## config.mk

```make
export PLATFORM = sky130hd
export DESIGN_NAME = core_control_mc_flat
export DESIGN_NICKNAME = d
export VERILOG_FILES = /design/src/rtl/core_control_mc_if.sv /design/src/rtl/core_control_mc.sv /design/src/flat_wrapper.sv
export SDC_FILE = /design/constraint.sdc
export NUM_CORES = 1
export LEC_CHECK = 0
export BUFFER_PORTS_ARGS = -buffer_cell sky130_fd_sc_hd__buf_2
export CAP_MARGIN = 40
export CORE_ASPECT_RATIO = 0.5
export CORE_MARGIN = 1
export CORE_UTILIZATION = 40
export DETAILED_ROUTE_END_ITERATION = 10
export SLEW_MARGIN = 20
export SYNTH_ARGS = -nofsm -noshare
export SYNTH_HDL_FRONTEND = slang
export SYNTH_SLANG_ARGS = --single-unit
export TNS_END_PERCENT = 20
```

## constraint.sdc

```tcl
create_clock -name ctrl_clk -period 2.8 [get_ports ctrl_clk]
set_clock_uncertainty 0.05 [all_clocks]
set_input_delay 0.56 -clock ctrl_clk [delete_from_list [all_inputs] [get_ports ctrl_clk]]
set_output_delay 0.56 -clock ctrl_clk [all_outputs]
set_load 0.02 [all_outputs]
```

## src/rtl/core_control_mc_if.sv

```systemverilog
// Request, memory-controller and processing-unit signals of the core sequencer.
// The master modport is the requester/environment side; the slave modport is the sequencer.
interface core_control_mc_if #(
  parameter int OP_W   = 3,
  parameter int LEN_W  = 6,
  parameter int NUM_CH = 2,
  parameter int CH_W   = (NUM_CH > 1) ? $clog2(NUM_CH) : 1
);
  // Handshake: a request is taken on the rising edge where ctrl_ready,
  // ctrl_valid_inst and ctrl_valid_data are all high.
  logic [OP_W-1:0]   ctrl_instruction;
  logic [CH_W-1:0]   ctrl_channel;
  logic              ctrl_valid_inst;
  logic              ctrl_valid_data;
  logic [LEN_W-1:0]  ctrl_data_in_size;
  logic              ctrl_ready;
  logic              ctrl_done;
  logic              ctrl_error;
  logic [1:0]        ctrl_err_code;
  logic              ctrl_err_clr;
  logic [2:0]        ctrl_data_contition;
  logic [LEN_W-1:0]  ctrl_chunk_cnt;
  logic              mc_done;
  logic              mc_data_done;
  logic [LEN_W-1:0]  mc_data_length;
  logic [OP_W-1:0]   procc_instruction;
  logic [NUM_CH-1:0] procc_start;
  logic [NUM_CH-1:0] procc_done;

  modport slave (
    input  ctrl_instruction, ctrl_channel, ctrl_valid_inst, ctrl_valid_data,
           ctrl_data_in_size, ctrl_err_clr, mc_done, mc_data_done, procc_done,
    output ctrl_ready, ctrl_done, ctrl_error, ctrl_err_code, ctrl_data_contition,
           ctrl_chunk_cnt, mc_data_length, procc_instruction, procc_start
  );

  modport master (
    output ctrl_instruction, ctrl_channel, ctrl_valid_inst, ctrl_valid_data,
           ctrl_data_in_size, ctrl_err_clr, mc_done, mc_data_done, procc_done,
    input  ctrl_ready, ctrl_done, ctrl_error, ctrl_err_code, ctrl_data_contition,
           ctrl_chunk_cnt, mc_data_length, procc_instruction, procc_start
  );
endinterface

```

## src/rtl/core_control_mc.sv

```systemverilog
// Core sequencer: input -> memory -> register, dispatch to one of NUM_CH units,
// iterate chunks until the memory controller runs dry; watchdog and latched error.
module core_control_mc #(
  parameter  int OP_W    = 3,
  parameter  int LEN_W   = 6,
  parameter  int NUM_CH  = 2,
  parameter  int TO_W    = 8,
  parameter  int TIMEOUT = 200,
  localparam int CH_W    = (NUM_CH > 1) ? $clog2(NUM_CH) : 1
) (
  input  logic              ctrl_clk,
  input  logic              ctrl_reset,
  core_control_mc_if.slave  bus,
  output logic [2:0]        o_dbg_state
);
  typedef enum logic [2:0] {S_IDLE, S_STORE, S_TRANS, S_PROC, S_ERROR} state_t;

  localparam logic [2:0]      C_NONE  = 3'b000;
  localparam logic [2:0]      C_IN    = 3'b100;
  localparam logic [2:0]      C_MEM   = 3'b010;
  localparam logic [2:0]      C_REG   = 3'b001;
  localparam logic [1:0]      E_NONE  = 2'b00;
  localparam logic [1:0]      E_TO    = 2'b01;
  localparam logic [1:0]      E_CH    = 2'b10;
  localparam bit              WD_EN   = (TIMEOUT > 0);
  localparam logic [TO_W-1:0] WD_MAX  = '1;
  localparam logic [TO_W-1:0] WD_LAST = (TIMEOUT > 0) ? TO_W'(TIMEOUT - 1) : '0;
  localparam logic [CH_W:0]   CH_LIM  = (CH_W + 1)'(NUM_CH);

  state_t            r_state, w_state;
  logic [TO_W-1:0]   r_wd, w_wd;
  logic [CH_W-1:0]   r_ch, w_ch;
  logic [LEN_W-1:0]  r_len, w_len;
  logic [OP_W-1:0]   r_op, w_op;
  logic [NUM_CH-1:0] r_start, w_start;
  logic [2:0]        r_cond, w_cond;
  logic [LEN_W-1:0]  r_chunk, w_chunk;
  logic [1:0]        r_code, w_code;
  logic              r_ready, w_ready;
  logic              r_done, w_done;
  logic              r_error, w_error;
  logic              w_exit;
  logic              w_accept;
  logic              w_ch_ok;
  logic              w_sel_done;

  assign w_accept   = r_ready & bus.ctrl_valid_inst & bus.ctrl_valid_data;
  assign w_ch_ok    = {1'b0, bus.ctrl_channel} < CH_LIM;
  // r_start is one-hot on the latched channel while in PROC, so it doubles as the done mask.
  assign w_sel_done = |(bus.procc_done & r_start);

  always_comb begin
    w_state = r_state;
    w_ch    = r_ch;
    w_len   = r_len;
    w_op    = r_op;
    w_start = r_start;
    w_cond  = r_cond;
    w_chunk = r_chunk;
    w_code  = r_code;
    w_error = r_error;
    w_done  = 1'b0;
    w_exit  = 1'b0;
    w_wd    = r_wd;
    w_ready = 1'b0;
    case (r_state)
      S_IDLE: begin
        if (w_accept) begin
          if (w_ch_ok) begin
            w_state = S_STORE;
            w_len   = bus.ctrl_data_in_size;
            w_op    = bus.ctrl_instruction;
            w_ch    = bus.ctrl_channel;
            w_chunk = '0;
            w_cond  = C_IN;
          end else begin
            w_state = S_ERROR;
            w_error = 1'b1;
            w_code  = E_CH;
          end
        end
      end
      S_STORE: begin
        if (bus.mc_done) begin
          w_exit  = 1'b1;
          w_state = S_TRANS;
          w_cond  = C_MEM;
        end
      end
      S_TRANS: begin
        if (bus.mc_done) begin
          w_exit  = 1'b1;
          w_state = S_PROC;
          w_cond  = C_REG;
          w_start = NUM_CH'(1) << r_ch;
        end
      end
      S_PROC: begin
        if (w_sel_done) begin
          w_exit  = 1'b1;
          w_start = '0;
          w_chunk = r_chunk + LEN_W'(1);
          if (bus.mc_data_done) begin
            w_state = S_IDLE;
            w_cond  = C_NONE;
            w_done  = 1'b1;
          end else begin
            w_state = S_TRANS;
            w_cond  = C_MEM;
          end
        end
      end
      S_ERROR: begin
        if (bus.ctrl_err_clr) begin
          w_state = S_IDLE;
          w_error = 1'b0;
          w_code  = E_NONE;
        end
      end
      default: w_state = S_IDLE;
    endcase

    // r_wd counts completed wait cycles, so the TIMEOUT-th wait cycle without an exit trips.
    if (WD_EN && (r_state inside {S_STORE, S_TRANS, S_PROC}) && !w_exit && (r_wd == WD_LAST)) begin
      w_state = S_ERROR;
      w_error = 1'b1;
      w_code  = E_TO;
      w_cond  = C_NONE;
      w_start = '0;
    end

    if (w_state != r_state)
      w_wd = '0;
    else if (r_state inside {S_STORE, S_TRANS, S_PROC})
      w_wd = (r_wd == WD_MAX) ? r_wd : r_wd + TO_W'(1);

    w_ready = (w_state == S_IDLE);
  end

  always_ff @(posedge ctrl_clk) begin
    if (ctrl_reset) begin
      r_state <= S_IDLE;
      r_wd    <= '0;
      r_ch    <= '0;
      r_len   <= '0;
      r_op    <= '0;
      r_start <= '0;
      r_cond  <= C_NONE;
      r_chunk <= '0;
      r_code  <= E_NONE;
      r_ready <= 1'b0;
      r_done  <= 1'b0;
      r_error <= 1'b0;
    end else begin
      r_state <= w_state;
      r_wd    <= w_wd;
      r_ch    <= w_ch;
      r_len   <= w_len;
      r_op    <= w_op;
      r_start <= w_start;
      r_cond  <= w_cond;
      r_chunk <= w_chunk;
      r_code  <= w_code;
      r_ready <= w_ready;
      r_done  <= w_done;
      r_error <= w_error;
    end
  end

  assign bus.ctrl_ready          = r_ready;
  assign bus.ctrl_done           = r_done;
  assign bus.ctrl_error          = r_error;
  assign bus.ctrl_err_code       = r_code;
  assign bus.ctrl_data_contition = r_cond;
  assign bus.ctrl_chunk_cnt      = r_chunk;
  assign bus.mc_data_length      = r_len;
  assign bus.procc_instruction   = r_op;
  assign bus.procc_start         = r_start;
  assign o_dbg_state             = r_state;
endmodule

```

## src/flat_wrapper.sv

```systemverilog
// flat-port wrapper written by rule: the top's interface ports become plain ports
module core_control_mc_flat 
#(
  parameter  int OP_W    = 3,
  parameter  int LEN_W   = 6,
  parameter  int NUM_CH  = 2,
  parameter  int TO_W    = 8,
  parameter  int TIMEOUT = 200,
  localparam int CH_W    = (NUM_CH > 1) ? $clog2(NUM_CH) : 1
)
  (ctrl_clk, ctrl_reset, o_dbg_state, bus_ctrl_instruction, bus_ctrl_channel, bus_ctrl_valid_inst, bus_ctrl_valid_data, bus_ctrl_data_in_size, bus_ctrl_err_clr, bus_mc_done, bus_mc_data_done, bus_procc_done, bus_ctrl_ready, bus_ctrl_done, bus_ctrl_error, bus_ctrl_err_code, bus_ctrl_data_contition, bus_ctrl_chunk_cnt, bus_mc_data_length, bus_procc_instruction, bus_procc_start);
  core_control_mc_if #(.OP_W(OP_W), .LEN_W(LEN_W), .NUM_CH(NUM_CH)) bus_i ();
  input  logic ctrl_clk;
  input  logic ctrl_reset;
  output logic [2:0] o_dbg_state;
  input wire logic [$bits(bus_i.ctrl_instruction)-1:0] bus_ctrl_instruction;
  input wire logic [$bits(bus_i.ctrl_channel)-1:0] bus_ctrl_channel;
  input wire logic [$bits(bus_i.ctrl_valid_inst)-1:0] bus_ctrl_valid_inst;
  input wire logic [$bits(bus_i.ctrl_valid_data)-1:0] bus_ctrl_valid_data;
  input wire logic [$bits(bus_i.ctrl_data_in_size)-1:0] bus_ctrl_data_in_size;
  input wire logic [$bits(bus_i.ctrl_err_clr)-1:0] bus_ctrl_err_clr;
  input wire logic [$bits(bus_i.mc_done)-1:0] bus_mc_done;
  input wire logic [$bits(bus_i.mc_data_done)-1:0] bus_mc_data_done;
  input wire logic [$bits(bus_i.procc_done)-1:0] bus_procc_done;
  output wire logic [$bits(bus_i.ctrl_ready)-1:0] bus_ctrl_ready;
  output wire logic [$bits(bus_i.ctrl_done)-1:0] bus_ctrl_done;
  output wire logic [$bits(bus_i.ctrl_error)-1:0] bus_ctrl_error;
  output wire logic [$bits(bus_i.ctrl_err_code)-1:0] bus_ctrl_err_code;
  output wire logic [$bits(bus_i.ctrl_data_contition)-1:0] bus_ctrl_data_contition;
  output wire logic [$bits(bus_i.ctrl_chunk_cnt)-1:0] bus_ctrl_chunk_cnt;
  output wire logic [$bits(bus_i.mc_data_length)-1:0] bus_mc_data_length;
  output wire logic [$bits(bus_i.procc_instruction)-1:0] bus_procc_instruction;
  output wire logic [$bits(bus_i.procc_start)-1:0] bus_procc_start;
  assign bus_i.ctrl_instruction = bus_ctrl_instruction;
  assign bus_i.ctrl_channel = bus_ctrl_channel;
  assign bus_i.ctrl_valid_inst = bus_ctrl_valid_inst;
  assign bus_i.ctrl_valid_data = bus_ctrl_valid_data;
  assign bus_i.ctrl_data_in_size = bus_ctrl_data_in_size;
  assign bus_i.ctrl_err_clr = bus_ctrl_err_clr;
  assign bus_i.mc_done = bus_mc_done;
  assign bus_i.mc_data_done = bus_mc_data_done;
  assign bus_i.procc_done = bus_procc_done;
  assign bus_ctrl_ready = bus_i.ctrl_ready;
  assign bus_ctrl_done = bus_i.ctrl_done;
  assign bus_ctrl_error = bus_i.ctrl_error;
  assign bus_ctrl_err_code = bus_i.ctrl_err_code;
  assign bus_ctrl_data_contition = bus_i.ctrl_data_contition;
  assign bus_ctrl_chunk_cnt = bus_i.ctrl_chunk_cnt;
  assign bus_mc_data_length = bus_i.mc_data_length;
  assign bus_procc_instruction = bus_i.procc_instruction;
  assign bus_procc_start = bus_i.procc_start;
  core_control_mc #(.OP_W(OP_W), .LEN_W(LEN_W), .NUM_CH(NUM_CH), .TO_W(TO_W), .TIMEOUT(TIMEOUT)) u_core (.ctrl_clk(ctrl_clk), .ctrl_reset(ctrl_reset), .bus(bus_i), .o_dbg_state(o_dbg_state));
endmodule
```

==> results list <==
- Largest net degree at the start of global routing: 21
- In this run, post-CTS repair resized a total of 0 instances.
- Post-synthesis average cell area: 8.513 um^2
- For this run, design rule violations remaining after detail routing come to 0.
- The floorplan step set the die width to 94.04 um.
- Post-synth net total: 220
- Relative area change from synthesis to final layout: 23.34%
* Wire length of the first global-routing pass: 5.927 mm
- The worst register-to-register path begins at u_core.o_dbg_state[0]$_SDFF_PP0_.
- Number of top-level pins: 47
- Top cells by area in the synthesized netlist: sky130_fd_sc_hd__dfxtp_1, sky130_fd_sc_hd__nand2_1, sky130_fd_sc_hd__a21oi_1, sky130_fd_sc_hd__nor3_1, sky130_fd_sc_hd__xor2_1
- Combinational logic burns 9.8% of the power.
- Counting distinct cell types in the post-synthesis netlist gives 55.
- Starting density of the core: 42.53%
* MaxCap Viol Count: 0
* TritonCTS clock tree: yes
- Number of instances on the worst hold path: 2
* Number of enable-type register cells in the synthesized netlist: 0
* Ys Warns: 0
* Endpoint with the worst hold slack: u_core.bus.mc_data_length[1]$_SDFFE_PP0P_
- For this design, the CTS-stage hold fixing added 0 buffers.
- Time the worst path needs with I/O delays and setup: 2115 ps
- Per report_power, the sequential group accounts for 44.4% of the total.
- In the global route stage, overall resource usage came out at 17.81%.
* Number of diodes added for antenna fixing: 0
- Data required time of the worst path: 2950 ps
- Crit path setup slack, layout: 684.9 ps
- Crit Path Category: reg -> reg
* Share of the clock period used by the worst path: 75.54%
* Crit path max fanout: 20
* NumNets Final: 265
* Number of buffers between clock root and the deepest sink: 2
- After floorplanning, the core was sized to cover 0.003984 mm^2.
- Average via count per standard cell: 5.314
- The tightest min-delay check is of the reg -> reg type.
* Unrepaired setup endpoints after global routing: false
* Average routed wire per standard cell: 12.84 um
- Routability-driven placement finished with a final weighted congestion of 0.8288.
- Kind of end point of the critical path: flop
- The run finished with clean final reports.
- Setup slack on the worst reg-to-reg path comes out at 680 ps.
* Aggregate routed wire length: 3.840 mm
- Clock network fraction of design power: 45.9%
* Actual transition at the worst max-transition pin: 601.2 ps
* Final setup vio count: 0
- In this run the biggest area consumer among cell types represents 41.36% of the synthesized area.
* Number of optimization iterations in the first detailed-route pass: 4
- Synthesis handed over a netlist of 199 instances.
* Share of post-route cells with drive strength above 1: 26.12%
* Top_reg_cell synth: sky130_fd_sc_hd__dfxtp_1
- PwrDens: 566.9 mW/mm^2
- R2R cell count: 4
* Worst Setup Start Kind: flop
* Post-synth design cell area: 0.001694 mm^2
- Number of global-route vias before repair: 1,224
* Async set-or-reset flop fraction in the synthesized netlist: 0%
- The initial antenna violation count came to 0.
- Die Footprint: 0.004516 mm^2
* Clock-pin slew of the registers on the worst-case setup and hold paths: 80 ps
- Worst setup slack before clock tree synthesis: 636.1 ps
- Based on the critical path, the design can be clocked at up to 472.8 MHz.
- Net switching power of the design: 274.0 uW
- Port buffer count: 45
- Clock Sink Count: 35
* IR Drop Worst-Case VDD: 0.0002392 V
- The final-report hold violation count was 0.
- Residual overflow from global routing: 0
* Row cnt: 16
- Clock latency on the worst-skew pair, taken at its later pin, is 290 ps.
- Worst Path Arrival: 2260 ps
- The analysis attributes to cell leakage a power of 0.0008521 uW.
- The internal power of the cells totals 910.4 uW.
- Sequential element share of the synthesized area: 41.36%
* Number of inserted filler cells in the final layout: 376
- The final route contains 1,589 vias.
- The most common cell in the synthesized netlist is sky130_fd_sc_hd__dfxtp_1.
- The H-tree was split into 2 levels.
- The synthesized design contains 35 register bits.
- Floorplan die height: 48.02 um
- Count of nets left with antenna violations after detail routing: 0
- Final Max Tran Viols: 0
* DRC violation total after the first TritonRoute iteration: 47
- Net switching is 23.14% of the power.
* Setup repair bufs after CTS: 0
- Half-perimeter wire length after detailed placement: 2.805 mm
* Final setup TNS: 0 ps
- Root cell of the clock tree: sky130_fd_sc_hd__clkbuf_8
- Hold wc startpoint: u_core.bus.mc_data_length[1]$_SDFFE_PP0P_
- Most instantiated cells after synthesis: sky130_fd_sc_hd__dfxtp_1, sky130_fd_sc_hd__nand2_1, sky130_fd_sc_hd__a21oi_1, sky130_fd_sc_hd__nor3_1
- The endpoint identified for the worst register-to-register timing path is u_core.r_wd[2]$_SDFFE_PP0P_.
* Clock buffer count from CTS: 5
- Cell taking the most area after synthesis: sky130_fd_sc_hd__dfxtp_1
- Slew margin rel.: 59.86%
## cell usage in the layout, fill, tap and decap left out, types with 2 or more instances in the layout
cell / synthesis / layout
sky130_fd_sc_hd__ha_1: 2 / 2
sky130_fd_sc_hd__nand4_1: 4 / 4
sky130_fd_sc_hd__o21a_1: 2 / 2
sky130_fd_sc_hd__o21ai_0: 6 / 6
sky130_fd_sc_hd__mux2i_1: 2 / 2
sky130_fd_sc_hd__xor2_1: 4 / 4
sky130_fd_sc_hd__o21ai_1: 2 / 2
sky130_fd_sc_hd__buf_4: 2 / 3
sky130_fd_sc_hd__o211ai_1: 4 / 4
sky130_fd_sc_hd__a21boi_1: 3 / 3
sky130_fd_sc_hd__bufinv_16: 0 / 2
sky130_fd_sc_hd__buf_2: 3 / 45
sky130_fd_sc_hd__a21oi_1: 19 / 19
sky130_fd_sc_hd__nor2_1: 9 / 9
sky130_fd_sc_hd__a31oi_1: 2 / 2
sky130_fd_sc_hd__or3_1: 3 / 3
sky130_fd_sc_hd__inv_1: 9 / 9
sky130_fd_sc_hd__nand2_1: 27 / 27
sky130_fd_sc_hd__a211oi_1: 2 / 2
sky130_fd_sc_hd__nand4b_1: 2 / 2
sky130_fd_sc_hd__nor2b_1: 2 / 2
sky130_fd_sc_hd__nand3_1: 5 / 5
sky130_fd_sc_hd__and3_1: 3 / 3
sky130_fd_sc_hd__nor3_1: 13 / 13
sky130_fd_sc_hd__clkbuf_8: 0 / 5
sky130_fd_sc_hd__dfxtp_1: 35 / 35
## cell families after synthesis
kind of cell    count (synthesis)  share of synthesized area, %
fa+ha+maj                       2                         1.477
other cells                     1                        0.2214
simple gates                   78                         24.08
xor+xnor                        5                         2.585
compound gates                 56                         23.56
flops                          35                         41.36
buf+inv                        20                         5.538
mux                             2                         1.182
## critical path, stage by stage, from the launching register on
cell	delay [ps]
sky130_fd_sc_hd__dfxtp_1	700
sky130_fd_sc_hd__and4b_1	310
sky130_fd_sc_hd__a21oi_2	280
sky130_fd_sc_hd__nand4_1	400
sky130_fd_sc_hd__nor3_1	290
## layout make-up
class / count / area, um^2 / share of cell area, %
clock inverter: 3 / 67.56 / 3.234
clock buffer: 5 / 68.82 / 3.293
inverter: 10 / 37.54 / 1.796
sequential: 35 / 700.7 / 33.53
tap: 54 / 67.56 / 3.234
timing repair buffer: 48 / 247.7 / 11.86
multi-input combinational: 144 / 899.6 / 43.05
## registers in the layout, summed over array words and instances, names as in the netlist, 2 cells and up
signal                          count
u_core.bus.ctrl_chunk_cnt           6
u_core.bus.ctrl_data_contition      3
u_core.bus.mc_data_length           6
u_core.bus.procc_instruction        3
u_core.bus.procc_start              2
u_core.o_dbg_state                  3
u_core.r_wd                         8
## power groups by stage
| stage | registers [uW] | clock network [uW] | logic (uW) |
|---|---|---|---|
| floorplan | 544 | 0 | 70.6 |
| global placement | 536 | 0 | 115 |
| global route | 528 | 580 | 129 |
| CTS | 525 | 558 | 116 |
| finish | 526 | 543 | 116 |
| detailed placement | 537 | 0 | 116 |
## metrics by stage
step / total power [uW] / util (%) / std cells / hold WS [ps] / area (um^2)
final: 1184 / 52.45 / 299 / 406.1 / 2090
after global routing: 1238 / 52.45 / 299 / 433.5 / 2090
after CTS: 1199 / 52.45 / 299 / 407.6 / 2090
after detailed placement: 652.5 / 49.03 / 291 / 396.5 / 1953
after global placement: 650.9 / 49.03 / 291 / 389.7 / 1953
after floorplan: 614.3 / - / 199 / 394.1 / 1694
## metal layers
metal,GRT usage (%),vias to the layer above,part of all wire (%)
met5,0,-,0
met4,6.462,0,0.99
met3,5.556,5,5.0
met2,25.84,32,41
met1,24.95,741,53
li1,-,811,-
## how the worst max path moves through the flow
stage | depth (start not counted) | from | slack (ps) | to
5_1_grt | 4 | u_core.o_dbg_state[0]$_SDFF_PP0_ | 470 | u_core.r_wd[0]$_SDFFE_PP0P_
2_1_floorplan | 5 | bus_procc_done[0] | 1010 | u_core.r_wd[0]$_SDFFE_PP0P_
6_report | 4 | u_core.o_dbg_state[0]$_SDFF_PP0_ | 680 | u_core.r_wd[2]$_SDFFE_PP0P_
3_5_place_dp | 5 | bus_procc_done[0] | 640 | u_core.bus.ctrl_ready$_SDFF_PP0_
3_3_place_gp | 5 | bus_procc_done[0] | 670 | u_core.bus.ctrl_ready$_SDFF_PP0_
4_1_cts | 4 | u_core.o_dbg_state[0]$_SDFF_PP0_ | 680 | u_core.r_wd[2]$_SDFFE_PP0P_
Power figures use the tool's default switching activity.
